$ cat config.mk
export PLATFORM = sky130hd
export DESIGN_NAME = pid_controller_mc
export DESIGN_NICKNAME = d
export VERILOG_FILES = /design/src/rtl/pid_mc_pkg.sv /design/src/rtl/pid_prescaler.sv /design/src/rtl/pid_controller_mc.sv
export SDC_FILE = /design/constraint.sdc
export NUM_CORES = 2
export LEC_CHECK = 0
export CORE_ASPECT_RATIO = 0.9
export CORE_MARGIN = 10
export CORE_UTILIZATION = 60
export DETAILED_ROUTE_END_ITERATION = 16
export MAX_ROUTING_LAYER = met4
export PLACE_DENSITY = 0.91
export SETUP_SLACK_MARGIN = 0.4
export SLEW_MARGIN = 20
export SYNTH_ARGS = -nofsm -noshare
export SYNTH_HDL_FRONTEND = slang
export SYNTH_HIERARCHICAL = 1
export SYNTH_SLANG_ARGS = --single-unit
$ cat constraint.sdc
create_clock -name clk -period 39 [get_ports clk]
set_input_delay 7.8 -clock clk [delete_from_list [all_inputs] [get_ports clk]]
set_output_delay 7.8 -clock clk [all_outputs]
set_load 0.005 [all_outputs]
$ cat src/rtl/pid_mc_pkg.sv
// Shared types and helpers for the multi-channel PID controller.
package pid_mc_pkg;

    typedef enum logic [1:0] {
        IDLE = 2'd0,
        ERR  = 2'd1,
        MAC  = 2'd2,
        SAT  = 2'd3
    } pid_state_t;

    // Helpers operate on a wide signed container so any configured width fits.
    localparam int SAT_W = 64;

    function automatic int ch_idx_w(input int num_ch);
        return (num_ch > 1) ? $clog2(num_ch) : 1;
    endfunction

    function automatic logic signed [SAT_W-1:0] sat_signed(
        input logic signed [SAT_W-1:0] value,
        input logic signed [SAT_W-1:0] lo,
        input logic signed [SAT_W-1:0] hi
    );
        // An inverted window collapses onto the lower bound.
        if (lo > hi)    return lo;
        if (value < lo) return lo;
        if (value > hi) return hi;
        return value;
    endfunction

    function automatic logic signed [SAT_W-1:0] clamp_sym(
        input logic signed [SAT_W-1:0] value,
        input logic [SAT_W-1:0]        limit
    );
        logic signed [SAT_W-1:0] lim;
        lim = signed'(limit);
        if (value > lim)  return lim;
        if (value < -lim) return -lim;
        return value;
    endfunction

endpackage

$ cat src/rtl/pid_prescaler.sv
// Free-running sweep prescaler: counts 0..period and flags the terminal count.
module pid_prescaler (
    input  logic        clk,
    input  logic        rst_n,
    input  logic [15:0] period,
    output logic        tick
);

    logic [15:0] count;

    assign tick = (count == period);

    // Period is used live; lowering it below the count lets the counter roll over 0xFFFF.
    always_ff @(posedge clk or negedge rst_n) begin
        if (!rst_n) begin
            count <= '0;
        end else if (tick) begin
            count <= '0;
        end else begin
            count <= count + 16'd1;
        end
    end

endmodule

$ cat src/rtl/pid_controller_mc.sv
// NUM_CH PID loops sharing one time-multiplexed MAC datapath (ERR -> MAC -> SAT per channel).
// Define PID_COND_INTEGRATION_EN for conditional-integration anti-windup.
module pid_controller_mc
    import pid_mc_pkg::*;
#(
    parameter int DATA_W = 16,
    parameter int GAIN_W = 16,
    parameter int FRAC_W = 8,
    parameter int ACC_W  = 40,
    parameter int NUM_CH = 4
) (
    input  logic                       clk,
    input  logic                       rst_n,
    input  logic                       enable,
    input  logic [15:0]                clk_prescaler,
    input  logic [NUM_CH*DATA_W-1:0]   setpoint,
    input  logic [NUM_CH*DATA_W-1:0]   feedback,
    input  logic [NUM_CH*GAIN_W-1:0]   Kp,
    input  logic [NUM_CH*GAIN_W-1:0]   Ki,
    input  logic [NUM_CH*GAIN_W-1:0]   Kd,
    input  logic [ACC_W-2:0]           int_limit,
    input  logic [DATA_W-1:0]          out_min,
    input  logic [DATA_W-1:0]          out_max,
    output logic [NUM_CH*DATA_W-1:0]   control_signal,
    output logic [NUM_CH-1:0]          ctrl_valid,
    output logic                       busy,
    output logic                       overrun
);

    localparam int EW   = DATA_W + 1;
    localparam int DW   = DATA_W + 2;
    localparam int PW   = GAIN_W + DW;
    localparam int CH_W = ch_idx_w(NUM_CH);
    localparam logic [CH_W-1:0] LAST_CH = CH_W'(NUM_CH - 1);

    pid_state_t state, state_next;
    logic [CH_W-1:0] ch;
    logic tick, start, last_ch;

    logic signed [DATA_W-1:0] sp_s [NUM_CH];
    logic signed [DATA_W-1:0] fb_s [NUM_CH];
    logic signed [GAIN_W-1:0] kp_s [NUM_CH];
    logic signed [GAIN_W-1:0] ki_s [NUM_CH];
    logic signed [GAIN_W-1:0] kd_s [NUM_CH];
    logic [ACC_W-2:0]         lim_s;
    logic signed [DATA_W-1:0] min_s, max_s;

    logic signed [ACC_W-1:0]  integ  [NUM_CH];
    logic signed [EW-1:0]     e_prev [NUM_CH];
    logic signed [DATA_W-1:0] y_r    [NUM_CH];

    logic signed [EW-1:0]     e_r, e_calc;
    logic signed [DW-1:0]     d_r, d_calc;
    logic signed [PW-1:0]     p_prod, i_prod, d_prod;
    logic signed [ACC_W-1:0]  i_sum, i_new, sum_calc, inew_r, sum_r, shifted;
    logic signed [DATA_W-1:0] y;
    logic                     hold;

    pid_prescaler u_prescaler (
        .clk    (clk),
        .rst_n  (rst_n),
        .period (clk_prescaler),
        .tick   (tick)
    );

    assign busy    = (state != IDLE);
    assign overrun = tick && busy;
    assign start   = (state == IDLE) && tick && enable;
    assign last_ch = (ch == LAST_CH);

    assign e_calc = EW'(sp_s[ch]) - EW'(fb_s[ch]);
    assign d_calc = DW'(e_calc) - DW'(e_prev[ch]);

    assign p_prod   = PW'(kp_s[ch]) * PW'(e_r);
    assign i_prod   = PW'(ki_s[ch]) * PW'(e_r);
    assign d_prod   = PW'(kd_s[ch]) * PW'(d_r);
    assign i_sum    = integ[ch] + ACC_W'(i_prod);
    assign i_new    = ACC_W'(clamp_sym(SAT_W'(i_sum), SAT_W'(lim_s)));
    assign sum_calc = ACC_W'(p_prod) + i_new + ACC_W'(d_prod);

    assign shifted = sum_r >>> FRAC_W;
    assign y       = DATA_W'(sat_signed(SAT_W'(shifted), SAT_W'(min_s), SAT_W'(max_s)));

`ifdef PID_COND_INTEGRATION_EN
    // Freeze the integrator while the output is pinned and the error keeps pushing outward.
    assign hold = ((shifted > ACC_W'(max_s)) && (e_r > 0)) ||
                  ((shifted < ACC_W'(min_s)) && (e_r < 0));
`else
    assign hold = 1'b0;
`endif

    always_ff @(posedge clk or negedge rst_n) begin
        if (!rst_n) begin
            state <= IDLE;
        end else begin
            state <= state_next;
        end
    end

    always_comb begin
        state_next = state;
        case (state)
            IDLE:    if (start) state_next = ERR;
            ERR:     state_next = MAC;
            MAC:     state_next = SAT;
            SAT:     state_next = last_ch ? IDLE : ERR;
            default: state_next = IDLE;
        endcase
    end

    // Inputs are captured once per sweep so mid-sweep changes cannot mix channels' data.
    always_ff @(posedge clk or negedge rst_n) begin
        if (!rst_n) begin
            ch         <= '0;
            ctrl_valid <= '0;
            e_r        <= '0;
            d_r        <= '0;
            inew_r     <= '0;
            sum_r      <= '0;
            lim_s      <= '0;
            min_s      <= '0;
            max_s      <= '0;
            for (int i = 0; i < NUM_CH; i++) begin
                sp_s[i]   <= '0;
                fb_s[i]   <= '0;
                kp_s[i]   <= '0;
                ki_s[i]   <= '0;
                kd_s[i]   <= '0;
                integ[i]  <= '0;
                e_prev[i] <= '0;
                y_r[i]    <= '0;
            end
        end else begin
            ctrl_valid <= '0;
            case (state)
                IDLE: begin
                    if (start) begin
                        ch    <= '0;
                        lim_s <= int_limit;
                        min_s <= out_min;
                        max_s <= out_max;
                        for (int i = 0; i < NUM_CH; i++) begin
                            sp_s[i] <= setpoint[i*DATA_W +: DATA_W];
                            fb_s[i] <= feedback[i*DATA_W +: DATA_W];
                            kp_s[i] <= Kp[i*GAIN_W +: GAIN_W];
                            ki_s[i] <= Ki[i*GAIN_W +: GAIN_W];
                            kd_s[i] <= Kd[i*GAIN_W +: GAIN_W];
                        end
                    end
                end
                ERR: begin
                    e_r <= e_calc;
                    d_r <= d_calc;
                end
                MAC: begin
                    inew_r <= i_new;
                    sum_r  <= sum_calc;
                end
                SAT: begin
                    y_r[ch]        <= y;
                    e_prev[ch]     <= e_r;
                    ctrl_valid[ch] <= 1'b1;
                    if (!hold) integ[ch] <= inew_r;
                    if (!last_ch) ch <= ch + CH_W'(1);
                end
                default: ;
            endcase
        end
    end

    for (genvar g = 0; g < NUM_CH; g++) begin : g_out
        assign control_signal[g*DATA_W +: DATA_W] = y_r[g];
    end

endmodule
==> flow_summary.json <==
{
  "io_buffers": 479,
  "cap_viol_max_count": 0,
  "synth.area.top_cells": "fa_1, dfrtp_1, ha_1",
  "drc": 0,
  "power_leakage_nw": 44.05,
  "drt-initial-drc-count": 6884,
  "grt_pass1_wl_mm": 383.5,
  "ys_ff_latch": 814,
  "cts_tree": "built",
  "synth_top_area_share_pct": 27.42,
  "clock-sinks": 814,
  "cp_slowest_cell": "mux4_2",
  "crit_top_cell": "fa_1",
  "syn_avg_cell_area_um2": 10.15,
  "die_y_um": 363.7,
  "critPathCaptureType": "flop",
  "synth_cells": 7763,
  "pin_count": 480,
  "crit_required_ps": 39610,
  "wl_per_cell_um": 25.30,
  "start_kind": "flop",
  "die_area_um2": 146200,
  "worst_pin_slew_ps": 1227,
  "antenna_found_initial": 23,
  "max_slew_margin_pct": 18.03,
  "h-tree-depth": 3,
  "rsz0062_at_grt": "false",
  "synthFlopType": "dfrtp_1",
  "vias_per_cell": 6.154,
  "multi_input_area_um2": 51750,
  "track_usage_pct": 34.85,
  "period_share_pct": 53.12,
  "syn-cell-area_um2": 78770,
  "final_nets": 10000,
  "yosys_warnings": 6,
  "ctsHoldBuffers": 0,
  "postCtsResizedCells": 0,
  "hpwl_mm": 186.3,
  "arrival_ps": 21320,
  "areaGrowthSynthToFinish_pct": 11.49,
  "syn-num-nets": 9726,
  "p_per_area_nw_per_um2": 25.11,
  "synthTopCellsByCount": "inv_1, nand2_1, fa_1",
  "numCtsBuffers": 86,
  "place.gp.congestion": 1.009,
  "route.vias.total": 60663,
  "totalWireLength_mm": 249.4,
  "grt_overflow": 0,
  "grt_max_degree": 164,
  "max_freq_ghz": 0.04827,
  "yosysUniqueCellTypes": 91,
  "holdWs_ps": 467.6,
  "fin_cells": 9857,
  "dr.pass1.iters": 7,
  "synth_seq_area_share_pct": 25.86,
  "ant_nets": 0,
  "cp_slowest_stage_delay_ps": 920,
  "cts_setup_buffers": 0,
  "layout.area.seq_um2": 20380,
  "fillerInstances": 9187,
  "drive_gt1_share_pct": 10.84,
  "grt_pass1_vias": 66368,
  "max-clock-path-buffers": 3,
  "drv_slew": 0,
  "vdd_drop_max_uv": 29.52,
  "core_um2": 130900,
  "critPathMaxFanout": 38,
  "synth-edff-count": 0,
  "yosys.area.top_type": "fa_1",
  "finalHoldViolCount": 0,
  "fp.dieW_um": 401.9,
  "hp-class": "flop to flop",
  "clock_latency_ps": 730,
  "yosysMostFrequentCell": "inv_1",
  "start_util_pct": 60.20,
  "clkSlewWorstSetupHoldPaths_ps": 60,
  "status": "finished, final reports clean",
  "setup_violations": 0,
  "setup.worst_path.class": "flop to flop",
  "cts_root_buf": "clkbuf_16",
  "num_rows": 126,
  "async_flop_share_pct": 100.0,
  "fin_crit_ps": 20720,
  "placedCellCount": 9677,
  "finalSetupTns_ps": 0,
  "skew_ps": 56.67
}
## layout by cell type, fill, tap and decap left out, types with 14 or more instances in the layout
cell type,netlist,final
o21a_1,27,27
o211ai_1,69,69
and2_1,282,282
clkbuf_16,0,86
buf_4,4,59
o221a_2,16,16
or3_1,19,19
clkinv_2,0,14
clkdlybuf4s50_1,0,478
inv_1,1401,1401
o21ai_0,108,108
nand2_1,1365,1361
xnor2_1,122,122
nor3_1,56,55
a31oi_1,24,24
dfrtp_1,814,812
nand3_1,115,113
fa_1,1079,1078
nand4_1,51,51
mux2_2,465,465
nand2b_1,51,51
nor2b_1,24,24
a211oi_1,20,20
a21oi_1,157,157
o31ai_1,15,14
clkbuf_1,270,17
ha_1,474,473
xor2_1,36,36
mux4_2,136,136
o22ai_1,49,49
diode_2,0,26
mux2i_1,17,17
nor2_1,137,137
a21o_1,70,70
nor4_1,32,32
## flip-flops by register name (all words and copies together), names as in the netlist, 17 cells and up
register and count:
lim_s 39, fb_s 64, control_signal 64, kd_s 64
d_r 18, kp_s 64, e_r 17, ki_s 64
e_prev 68, inew_r 40, sp_s 64, integ 160
sum_r 32
## worst max-delay path, delay by kind of cell (launching register included)
kind | cells | cell delay, ps
DFF | 1 | 900
buffers and inverters | 12 | 1780
and+or+nand+nor | 9 | 2270
AOI/OAI and AO/OA | 20 | 6320
muxes | 1 | 920
adders and majority gates | 17 | 8060
xor gates and xnor gates | 1 | 330
## per-stage QoR
step                      utilization, %  area, um^2  setup slack (ps)  total power, mW
after floorplan                        -       78770             22030            1.164
after global placement             64.86       84870             19230            1.332
after detailed placement           64.86       84870             18870            1.348
after CTS                          67.06       87750             18650            2.200
after global routing               67.12       87820             17200            2.288
final                              67.12       87820             18280            2.205
## final timing paths
path                           start         end  slack, ps  depth (start not counted)
min in group asynchronous      rst_n    fb_s[13]       7170                          1
setup / recovery               ch[0]   sum_r[39]      18280                         60
max in group asynchronous      rst_n  integ[147]      28220                          5
setup reg to reg               ch[0]   sum_r[39]      18280                         60
hold / removal             integ[44]   integ[44]        470                          2
hold reg to reg            integ[44]   integ[44]        470                          2
## routing by layer
layer,global-route usage [%],routed length (um),vias up
li1,-,-,25157
met1,41.72,86860,30265
met2,52.11,113000,4188
met3,10.66,31660,1053
met4,20.76,17820,0
met5,-,0,-
## cell families (layout without fill, tap and decap cells)
logic type | count (synthesis) | after routing | share of synthesized area [%]
other | 0 | 26 | 0
buffers and inverters | 1763 | 2103 | 8.510
adders and majority gates | 1553 | 1553 | 34.95
muxes | 618 | 618 | 10.75
and+or+nand+nor | 2186 | 2186 | 12.46
DFF | 814 | 814 | 25.86
AOI/OAI and AO/OA | 669 | 669 | 5.664
xor gates and xnor gates | 160 | 160 | 1.806
## power by group
group | switching [mW] | internal [mW] | leakage [nW] | total [mW]
clock network | 0.380 | 0.483 | 1.41 | 0.862
registers | 0.00506 | 0.846 | 11.3 | 0.852
logic | 0.306 | 0.186 | 31.3 | 0.492
total | 0.691 | 1.51 | 44.1 | 2.21
## cell type report
type / count / share of cell area (%)
sequential: 814 / 23.20
antenna: 26 / 0.07408
tap: 1728 / 2.462
clock buffer: 116 / 2.727
clock inverter: 38 / 0.5513
inverter: 1407 / 6.016
timing repair buffer: 542 / 6.041
multi-input combinational: 5186 / 58.93
No activity file was read; power rests on OpenSTA's default activity.
